<file path="config.mk">
export PLATFORM = sky130hd
export DESIGN_NAME = sram_arbiter
export DESIGN_NICKNAME = d
export VERILOG_FILES = /design/src/rtl/sram_arbiter_pkg.sv /design/src/rtl/sram_arb_pick.sv /design/src/rtl/sram_arbiter.sv
export SDC_FILE = /design/constraint.sdc
export NUM_CORES = 1
export LEC_CHECK = 0
export ABC_AREA = 1
export ABC_CLOCK_PERIOD_IN_PS = 1600
export BUFFER_PORTS_ARGS = -buffer_cell sky130_fd_sc_hd__buf_2
export CORE_AREA = 10 10 100 102
export CTS_CLUSTER_DIAMETER = 50
export DETAILED_ROUTE_END_ITERATION = 16
export DIE_AREA = 0 0 110 112
export HOLD_SLACK_MARGIN = 0.02
export PLACE_DENSITY = 0.7
export REMOVE_ABC_BUFFERS = 1
export SKIP_LAST_GASP = 1
export SYNTH_ARGS = -nofsm -noshare
export SYNTH_HDL_FRONTEND = slang
export SYNTH_HIERARCHICAL = 1
export SYNTH_SLANG_ARGS = --single-unit
</file>
<file path="constraint.sdc">
create_clock -name i_clk -period 1.6 [get_ports i_clk]
set_input_delay 0.08 -clock i_clk [delete_from_list [all_inputs] [get_ports i_clk]]
set_output_delay 0.08 -clock i_clk [all_outputs]
set_load 0.03 [all_outputs]
</file>
<file path="src/rtl/sram_arbiter_pkg.sv">
// Shared types for the two-requester SRAM port arbiter: bus widths, FSM
// state encoding and requester identifiers.
package sram_arbiter_pkg;

   localparam int ADDR_W = 21;
   localparam int DATA_W = 32;
   localparam int WE_W   = 4;

   typedef enum logic [1:0] {
      ST_IDLE  = 2'd0,
      ST_GRANT = 2'd1,
      ST_GAP   = 2'd2
   } state_t;

   typedef enum logic {
      M0 = 1'b0,
      M1 = 1'b1
   } req_id_t;

endpackage

</file>
<file path="src/rtl/sram_arb_pick.sv">
// Combinational grant selection between M0 and M1.
// Round-robin (ARB_MODE=0) favours the requester not served last; fixed (1) always favours M1.
module sram_arb_pick
   import sram_arbiter_pkg::*;
#(
   parameter int ARB_MODE = 0
) (
   input  logic [1:0] req_i,
   input  req_id_t    last_i,
   output req_id_t    grant_o
);

   always_comb begin
      grant_o = M0;
      if (ARB_MODE == 1) begin
         if (req_i[1]) grant_o = M1;
      end else begin
         if (req_i == 2'b11) begin
            grant_o = (last_i == M0) ? M1 : M0;
         end else if (req_i[1]) begin
            grant_o = M1;
         end
      end
   end

endmodule

</file>
<file path="src/rtl/sram_arbiter.sv">
// Shares one SRAM controller port between instruction fetch (M0) and data (M1),
// one whole transaction at a time, with a mandatory idle cycle and a watchdog.
module sram_arbiter
   import sram_arbiter_pkg::*;
#(
   parameter int ARB_MODE = 0,
   parameter int TIMEOUT  = 15,
   parameter int TO_W     = 4
) (
   input  logic              i_clk,
   input  logic              i_rst_n,
   input  logic [ADDR_W-1:0] i_m0_addr,
   input  logic [WE_W-1:0]   i_m0_we,
   input  logic [DATA_W-1:0] i_m0_dat_w,
   input  logic              i_m0_stb,
   output logic [DATA_W-1:0] o_m0_dat_r,
   output logic              o_m0_ack,
   output logic              o_m0_err,
   input  logic [ADDR_W-1:0] i_m1_addr,
   input  logic [WE_W-1:0]   i_m1_we,
   input  logic [DATA_W-1:0] i_m1_dat_w,
   input  logic              i_m1_stb,
   output logic [DATA_W-1:0] o_m1_dat_r,
   output logic              o_m1_ack,
   output logic              o_m1_err,
   output logic [ADDR_W-1:0] o_s_addr,
   output logic [WE_W-1:0]   o_s_we,
   output logic [DATA_W-1:0] o_s_dat_w,
   output logic              o_s_stb,
   input  logic [DATA_W-1:0] i_s_dat_r,
   input  logic              i_s_ack
);

   localparam logic [TO_W-1:0] TO_LAST = TO_W'(TIMEOUT - 1);

   if ((TIMEOUT < 4) || (TIMEOUT >= (1 << TO_W))) begin : g_bad_timeout
      $error("sram_arbiter: TIMEOUT must be >= 4 and fit in TO_W bits");
   end

   state_t          state_q, state_d;
   req_id_t         grant_q, grant_d;
   req_id_t         last_q,  last_d;
   logic [TO_W-1:0] cnt_q,   cnt_d;

   req_id_t         pick;
   logic            gnt_stb;
   logic            ack_ok;
   logic            to_hit;
   logic            done;

   sram_arb_pick #(
      .ARB_MODE (ARB_MODE)
   ) u_pick (
      .req_i   ({i_m1_stb, i_m0_stb}),
      .last_i  (last_q),
      .grant_o (pick)
   );

   assign gnt_stb = (grant_q == M1) ? i_m1_stb : i_m0_stb;
   assign ack_ok  = (state_q == ST_GRANT) && i_s_ack;
   assign to_hit  = (state_q == ST_GRANT) && !i_s_ack && (cnt_q == TO_LAST);
   assign done    = ack_ok || to_hit;

   always_ff @(posedge i_clk) begin
      if (!i_rst_n) begin
         state_q <= ST_IDLE;
         grant_q <= M0;
         last_q  <= M0;
         cnt_q   <= '0;
      end else begin
         state_q <= state_d;
         grant_q <= grant_d;
         last_q  <= last_d;
         cnt_q   <= cnt_d;
      end
   end

   always_comb begin
      state_d = state_q;
      grant_d = grant_q;
      last_d  = last_q;
      cnt_d   = cnt_q;
      case (state_q)
         ST_IDLE: begin
            if (i_m0_stb || i_m1_stb) begin
               grant_d = pick;
               cnt_d   = '0;
               state_d = ST_GRANT;
            end
         end
         ST_GRANT: begin
            if (done) begin
               last_d  = grant_q;
               state_d = ST_GAP;
            end else if (cnt_q != {TO_W{1'b1}}) begin
               cnt_d = cnt_q + 1'b1;
            end
         end
         // Requests are deliberately ignored here so a just-acked strobe is never re-granted.
         ST_GAP:  state_d = ST_IDLE;
         default: state_d = ST_IDLE;
      endcase
   end

   always_comb begin
      o_s_stb    = 1'b0;
      o_s_addr   = '0;
      o_s_we     = '0;
      o_s_dat_w  = '0;
      o_m0_ack   = 1'b0;
      o_m0_err   = 1'b0;
      o_m0_dat_r = '0;
      o_m1_ack   = 1'b0;
      o_m1_err   = 1'b0;
      o_m1_dat_r = '0;
      if (state_q == ST_GRANT) begin
         o_s_stb   = 1'b1;
         o_s_addr  = (grant_q == M1) ? i_m1_addr  : i_m0_addr;
         o_s_we    = (grant_q == M1) ? i_m1_we    : i_m0_we;
         o_s_dat_w = (grant_q == M1) ? i_m1_dat_w : i_m0_dat_w;
      end
      // A reset landing on the completing cycle abandons the transaction silently.
      if (done && i_rst_n) begin
         if (grant_q == M1) begin
            o_m1_ack   = 1'b1;
            o_m1_err   = to_hit;
            o_m1_dat_r = ack_ok ? i_s_dat_r : '0;
         end else begin
            o_m0_ack   = 1'b1;
            o_m0_err   = to_hit;
            o_m0_dat_r = ack_ok ? i_s_dat_r : '0;
         end
      end
   end

   a_granted_stb_held : assert property (
      @(posedge i_clk) disable iff (!i_rst_n) (state_q == ST_GRANT) |-> gnt_stb
   );

endmodule

</file>
=== Word level (Yosys, flattened, before mapping) ===
Cells that the tools add are included.
Widths: inputs -> output; s select.

* Eq/ne operators: 8
* Mux-type cells: 30
* Reductions and logical operators: 13
* $add $sub $neg: 1

{| class="wikitable"
|+ Operators with widths
! operator !! count
|-
| $mux 32 || 7
|-
| $mux 21 || 2
|-
| $mux 4 || 5
|-
| $mux 1 || 12
|-
| $pmux 4 s2 || 1
|-
| $ne 2x2->1 const B || 3
|-
| $reduce_and 2->1 || 3
|-
| $add 4x1->4 const B || 1
|-
| $eq 4x4->1 const B || 1
|-
| $logic_and 1x1->1 || 4
|-
| $mux 2 || 2
|-
| $ne 4x4->1 const B || 1
|-
| $pmux 2 s2 || 1
|-
| $reduce_and 4->1 || 1
|-
| $eq 2x1->1 const B || 1
|-
| $eq 2x2->1 const B || 1
|-
| $logic_not 2->1 || 1
|-
| $logic_or 1x1->1 || 2
|-
| $ne 2x1->1 const B || 1
|-
| $reduce_bool 2->1 || 1
|-
| $logic_not 1->1 || 1
|}

* Output and inout port bits: 126
* Register bits: 8
* Input bits: 151

=== Longest topological paths before layout ===
* Word-level depth: 6
* Mapped depth: 9
* Mapped depth without buffers: 9

=== Hierarchy ===
Netlist, hierarchy kept.

{| class="wikitable"
|+ Modules (own cells, without submodules)
! module !! area an instance (sq um) !! cells each !! sequential area each (sq um) !! instances
|-
| sram_arbiter || 2137.0 || 465 || 160.2 || 1
|-
| sram_arb_pick || 12.5 || 2 || 0.0 || 1
|}

=== Worst setup path after synthesis ===
OpenSTA, ideal clock, no wires.

* Path kind: reg-to-output
* Start: register cnt_q[0]
* End: output port o_m0_err
* Required time: 1520 ps
* Data arrival time: 1614 ps
* Path slack: -94 ps
* Stages on the path, launching flop included: 7
* Cell sequence: dfxtp_1 -> inv_1 -> ha_1 -> nand3_2 -> a21oi_4 -> nand2_4 -> nor3_1

* Word-level cells in the longest chain between the ends: 5
* Elaborated cells on any way between the ends: 6
* Those cells by class: eq/ne (1); mux (2); reduce/logical (3)

{| class="wikitable"
|+ Ends and longest elaborated chain
! item !! line !! text
|-
| start: declaration || sram_arbiter.sv:43 || <nowiki>logic [TO_W-1:0] cnt_q, cnt_d;</nowiki>
|-
| start signal: assignment || sram_arbiter.sv:74 || <nowiki>cnt_q <= cnt_d;</nowiki>
|-
| $eq 4x4->1 * || sram_arbiter.sv:61 || <nowiki>assign to_hit = (state_q == ST_GRANT) && !i_s_ack && (cnt_q == TO_LAST);</nowiki>
|-
| $logic_and 1x1->1 * || sram_arbiter.sv:61 ||
|-
| $logic_or 1x1->1 || sram_arbiter.sv:62 || <nowiki>assign done = ack_ok || to_hit;</nowiki>
|-
| $logic_and 1x1->1 || sram_arbiter.sv:123 || <nowiki>if (done && i_rst_n) begin</nowiki>
|-
| $mux 1 * || sram_arbiter.sv:123 ||
|-
| end: declaration || sram_arbiter.sv:18 || <nowiki>output logic o_m0_err,</nowiki>
|}

Mark *: on every way between the ends. The rest lies on a longest branch, timed or not.

=== Worst setup path after layout ===
* Start: register cnt_q[0]
* End: output port o_m1_dat_r[9]

* Word-level cells in the longest chain between the ends: 5

{| class="wikitable"
|+ Ends and longest elaborated chain
! item !! line !! text
|-
| $eq 4x4->1 || sram_arbiter.sv:61 ||
|-
| $logic_and 1x1->1 || sram_arbiter.sv:61 ||
|-
| $logic_or 1x1->1 || sram_arbiter.sv:62 ||
|-
| $logic_and 1x1->1 || sram_arbiter.sv:123 ||
|-
| $mux 32 || sram_arbiter.sv:123 ||
|-
| end: declaration || sram_arbiter.sv:23 || <nowiki>output logic [DATA_W-1:0] o_m1_dat_r,</nowiki>
|}

Every way passes these cells.

==> impl_metrics.tcl <==
set metrics [dict create \
    tritoncts "yes" \
    std_cell_rows 33 \
    die_width_microns 110 \
    cp_common_cell "sky130_fd_sc_hd__inv_2" \
    dp_worst_setup_slack_ns -0.0282 \
    share_of_synthesized_area_occupied_by_flip_flops_and_latches_pct 7.45 \
    timing.critical_path.from_type "flop" \
    r2r_slack_ns 0.22 \
    detail-route-antenna-nets 0 \
    adder_cell_fraction_of_synth_area_pct 1.16 \
    clk_path_buf_depth 2 \
    clock_latency_ns 0.23 \
    timing.fmax_ghz 0.537 \
    synth_most_common_cell "sky130_fd_sc_hd__nand2_1" \
    number_of_enable_type_register_cells_in_the_synthesized_netlist 0 \
    detail_route.drc_violations 0 \
    post_route_cells_drive_above_1_share_pct 50.4 \
    starting_utilization_of_the_core_area_pct 26.7 \
    hold_class "input port to flop" \
    violations_in_the_final_reports "setup timing" \
    report.final.slew_viol_count 0 \
    detail_route.first_pass.iterations 5 \
    path_depth 10 \
    area_enclosed_by_the_die_boundary_sq_mm 0.0123 \
    core-area_sq_mm 0.00805 \
    total_global_route_track_usage_pct 17.9 \
    outcome "finished with violations" \
    cp.required_ns 1.52 \
    flow.area_growth_from_synthesis_pct 99.7 \
    detail_route.wl_per_cell_microns 15.5 \
    worstReg2RegEnd "cnt_q[1]" \
    syn-cell-area_sq_mm 0.00215 \
    gr-total-overflow 0 \
    utilization_pct 53.3 \
    tritoncts_num_sinks 8 \
    maximum_number_of_pins_on_one_net_before_global_route_repair 60 \
    timing.clock.skew_ns 0.00217 \
    worst_setup_hold_path_clk_slew_ns 0.04 \
    timing.critical_path.from "cnt_q[0]" \
    power_leakage_nw 3.10 \
    crit_chain "inv_2, ha_4, nand3_4, a21oi_4, nand2_4, nor2_8, clkbuf_16, nand2_2, inv_2, buf_6" \
    diodes 0 \
    critical-path-slowest-cell "sky130_fd_sc_hd__dfxtp_2" \
    synth.top_cells.by_count "sky130_fd_sc_hd__nand2_1 (194), sky130_fd_sc_hd__inv_1 (108), sky130_fd_sc_hd__a21oi_1 (61)" \
    number_of_antenna_violations_at_the_first_check_in_global_routing 0 \
    synth_top_cells_by_area "sky130_fd_sc_hd__nand2_1 (34%), sky130_fd_sc_hd__inv_1 (19%), sky130_fd_sc_hd__a21oi_1 (14%)" \
    postSynthCellCount 467 \
    setup-violations-final 68 \
    synth.avg_cell_area_sq_um 4.60 \
    setup_repair_after_global_routing_missed_its_margin "yes" \
    synth-seq-cells 8 \
    critPathArrivalTime_ns 1.78 \
    finalWorstPathRequiredPeriod_ns 1.86 \
    detailedRoute.firstIterationViolations 263 \
    path_buf_inv 4 \
    finalCritPeriodShare_pct 116 \
    synth_simple_gate_area_share_pct 48.0 \
    routed_wirelength_mm 13.2 \
    postSynth.asyncResetShare_pct 0 \
    post_synth_xor_area_fraction_pct 0 \
    cts_max_level 1 \
    ios 277 \
    worst_r2r_startpoint "cnt_q[0]" \
    critPathMaxStageDelay_ns 0.32 \
    r2r_cells 10 \
    hpwlAfterDp_mm 9.80 \
    via_per_inst 4.40 \
    synth_top_family_by_area "simple AND/OR/NAND/NOR gates" \
    io_buffer_count 276 \
    worst_setup_margin_ns -0.264 \
    drv.max_cap_violation_count 0 \
    hold_violations 0 \
    power.ir.vdd_worst_mv 0.206 \
    grt_pass1_vias 3575 \
    timing.critical_path.to_type "primary output" \
    post_synth_mux_area_share_pct 0 \
    powerDensity_mw_per_mm2 381 \
    finalNetCount 899 \
    cell_chosen_for_the_clock_root "sky130_fd_sc_hd__clkbuf_8" \
    yosysUniqueCellTypes 24 \
    synth_top_area_cell "sky130_fd_sc_hd__nand2_1" \
    worst_slew_pin_slew_ns 0.365 \
    vias 3734 \
    gp_congestion 0.843 \
    numCtsBuffers 3 \
    floorplan.die.height_microns 112 \
    kind_of_critical_path "flop to primary output" \
    critPathCapture "o_m1_dat_r[9]" \
    critPathTopFamily "buffers and inverters" \
    ys_dominant_reg_cell "sky130_fd_sc_hd__dfxtp_1" \
    synth_compound_gate_area_share_pct 16.6 \
    yosysWarningCount 6 \
    timing.slew.headroom_pct 75.6 \
    layout.filler_cells 842 \
    grt_pass1_wl_mm 18.1 \
    largest_driver_fanout_on_the_critical_path 8 \
    yosysTopAreaCellShare_pct 33.9 \
]
==> logic make-up (layout without fill, tap and decap cells) <==
kind of cell / Yosys count / in the layout
compound gates: 68 / 68
flops: 8 / 8
buf+inv: 137 / 414
fa+ha+maj: 2 / 2
simple gates: 252 / 252
==> sequential cells by signal, summed over array words and instances (netlist names) <==
name / count
cnt_q: 4
grant_q: 1
last_q: 1
state_q: 2
==> through the flow <==
| stage | total power [mW] | area [sq um] | instances | hold slack (ns) | setup TNS, ns |
|---|---|---|---|---|---|
| finish | 1.63 | 4290 | 849 | 0.143 | -14.65 |
| global route | 1.76 | 4290 | 849 | 0.151 | -21.38 |
| CTS | 1.59 | 4010 | 843 | 0.137 | -11.26 |
| detailed placement | 1.32 | 3710 | 838 | 0.388 | -0.662 |
| global placement | 1.32 | 3710 | 838 | 0.383 | 0 |
| floorplan | 0.857 | 1980 | 439 | 0.200 | -208.64 |
==> per-layer routing <==
layer	part of all wire [%]	up-vias	track usage, %	wire length (microns)
li1	-	1907	-	-
met1	35	1637	18.0	4620
met2	52	171	32.9	6820
met3	12	19	7.61	1520
met4	1.6	0	4.25	212
met5	0	-	0	0
==> power by group <==
| group | total [mW] | switching [mW] | internal (mW) |
|---|---|---|---|
| sequential | 0.227 | 0.0129 | 0.214 |
| combinational | 1.16 | 0.741 | 0.419 |
| clock | 0.246 | 0.0832 | 0.163 |
==> cell usage in the layout (no fill, tap or decap), types with 11 or more instances in the layout <==
master,Yosys,layout
sky130_fd_sc_hd__inv_2,0,25
sky130_fd_sc_hd__inv_1,108,83
sky130_fd_sc_hd__nand2_2,1,13
sky130_fd_sc_hd__buf_4,2,54
sky130_fd_sc_hd__buf_6,6,29
sky130_fd_sc_hd__nand2_4,1,11
sky130_fd_sc_hd__nor2_1,34,33
sky130_fd_sc_hd__a21oi_1,61,61
sky130_fd_sc_hd__nand2_1,194,172
sky130_fd_sc_hd__buf_2,7,209
==> layout make-up <==
type                       instances  area, sq um  area share (%)
inverter                         109          412            9.59
sequential                         8          164            3.82
tap                              105          131            3.06
timing repair buffer             302         2000            46.5
clock buffer                       3         41.3           0.962
multi-input combinational        322         1550            36.0
==> tightest hold or removal path, stage by stage <==
cell,delay (ns)
sky130_fd_sc_hd__buf_2,0.15
sky130_fd_sc_hd__nand2_1,0.07
sky130_fd_sc_hd__nor2_1,0.03
==> how the worst min path moves through the flow <==
stage,startpoint,to,slack [ns],cells after the start
final,i_rst_n,cnt_q[3],0.14,3
after global routing,i_rst_n,cnt_q[0],0.15,3
after CTS,i_rst_n,cnt_q[0],0.14,3
after detailed placement,i_rst_n,cnt_q[3],0.39,3
after global placement,i_rst_n,cnt_q[3],0.38,3
after floorplan,i_rst_n,cnt_q[3],0.20,2
==> repair_timing <==
action	4_1_cts	5_1_grt
endpoints found under the setup margin	68	85
gates resized for setup	93	68
cloned	0	4
hold buffers	0	0
pin swaps	0	0
buffers inserted	2	2
Power figures use the tool's default switching activity.
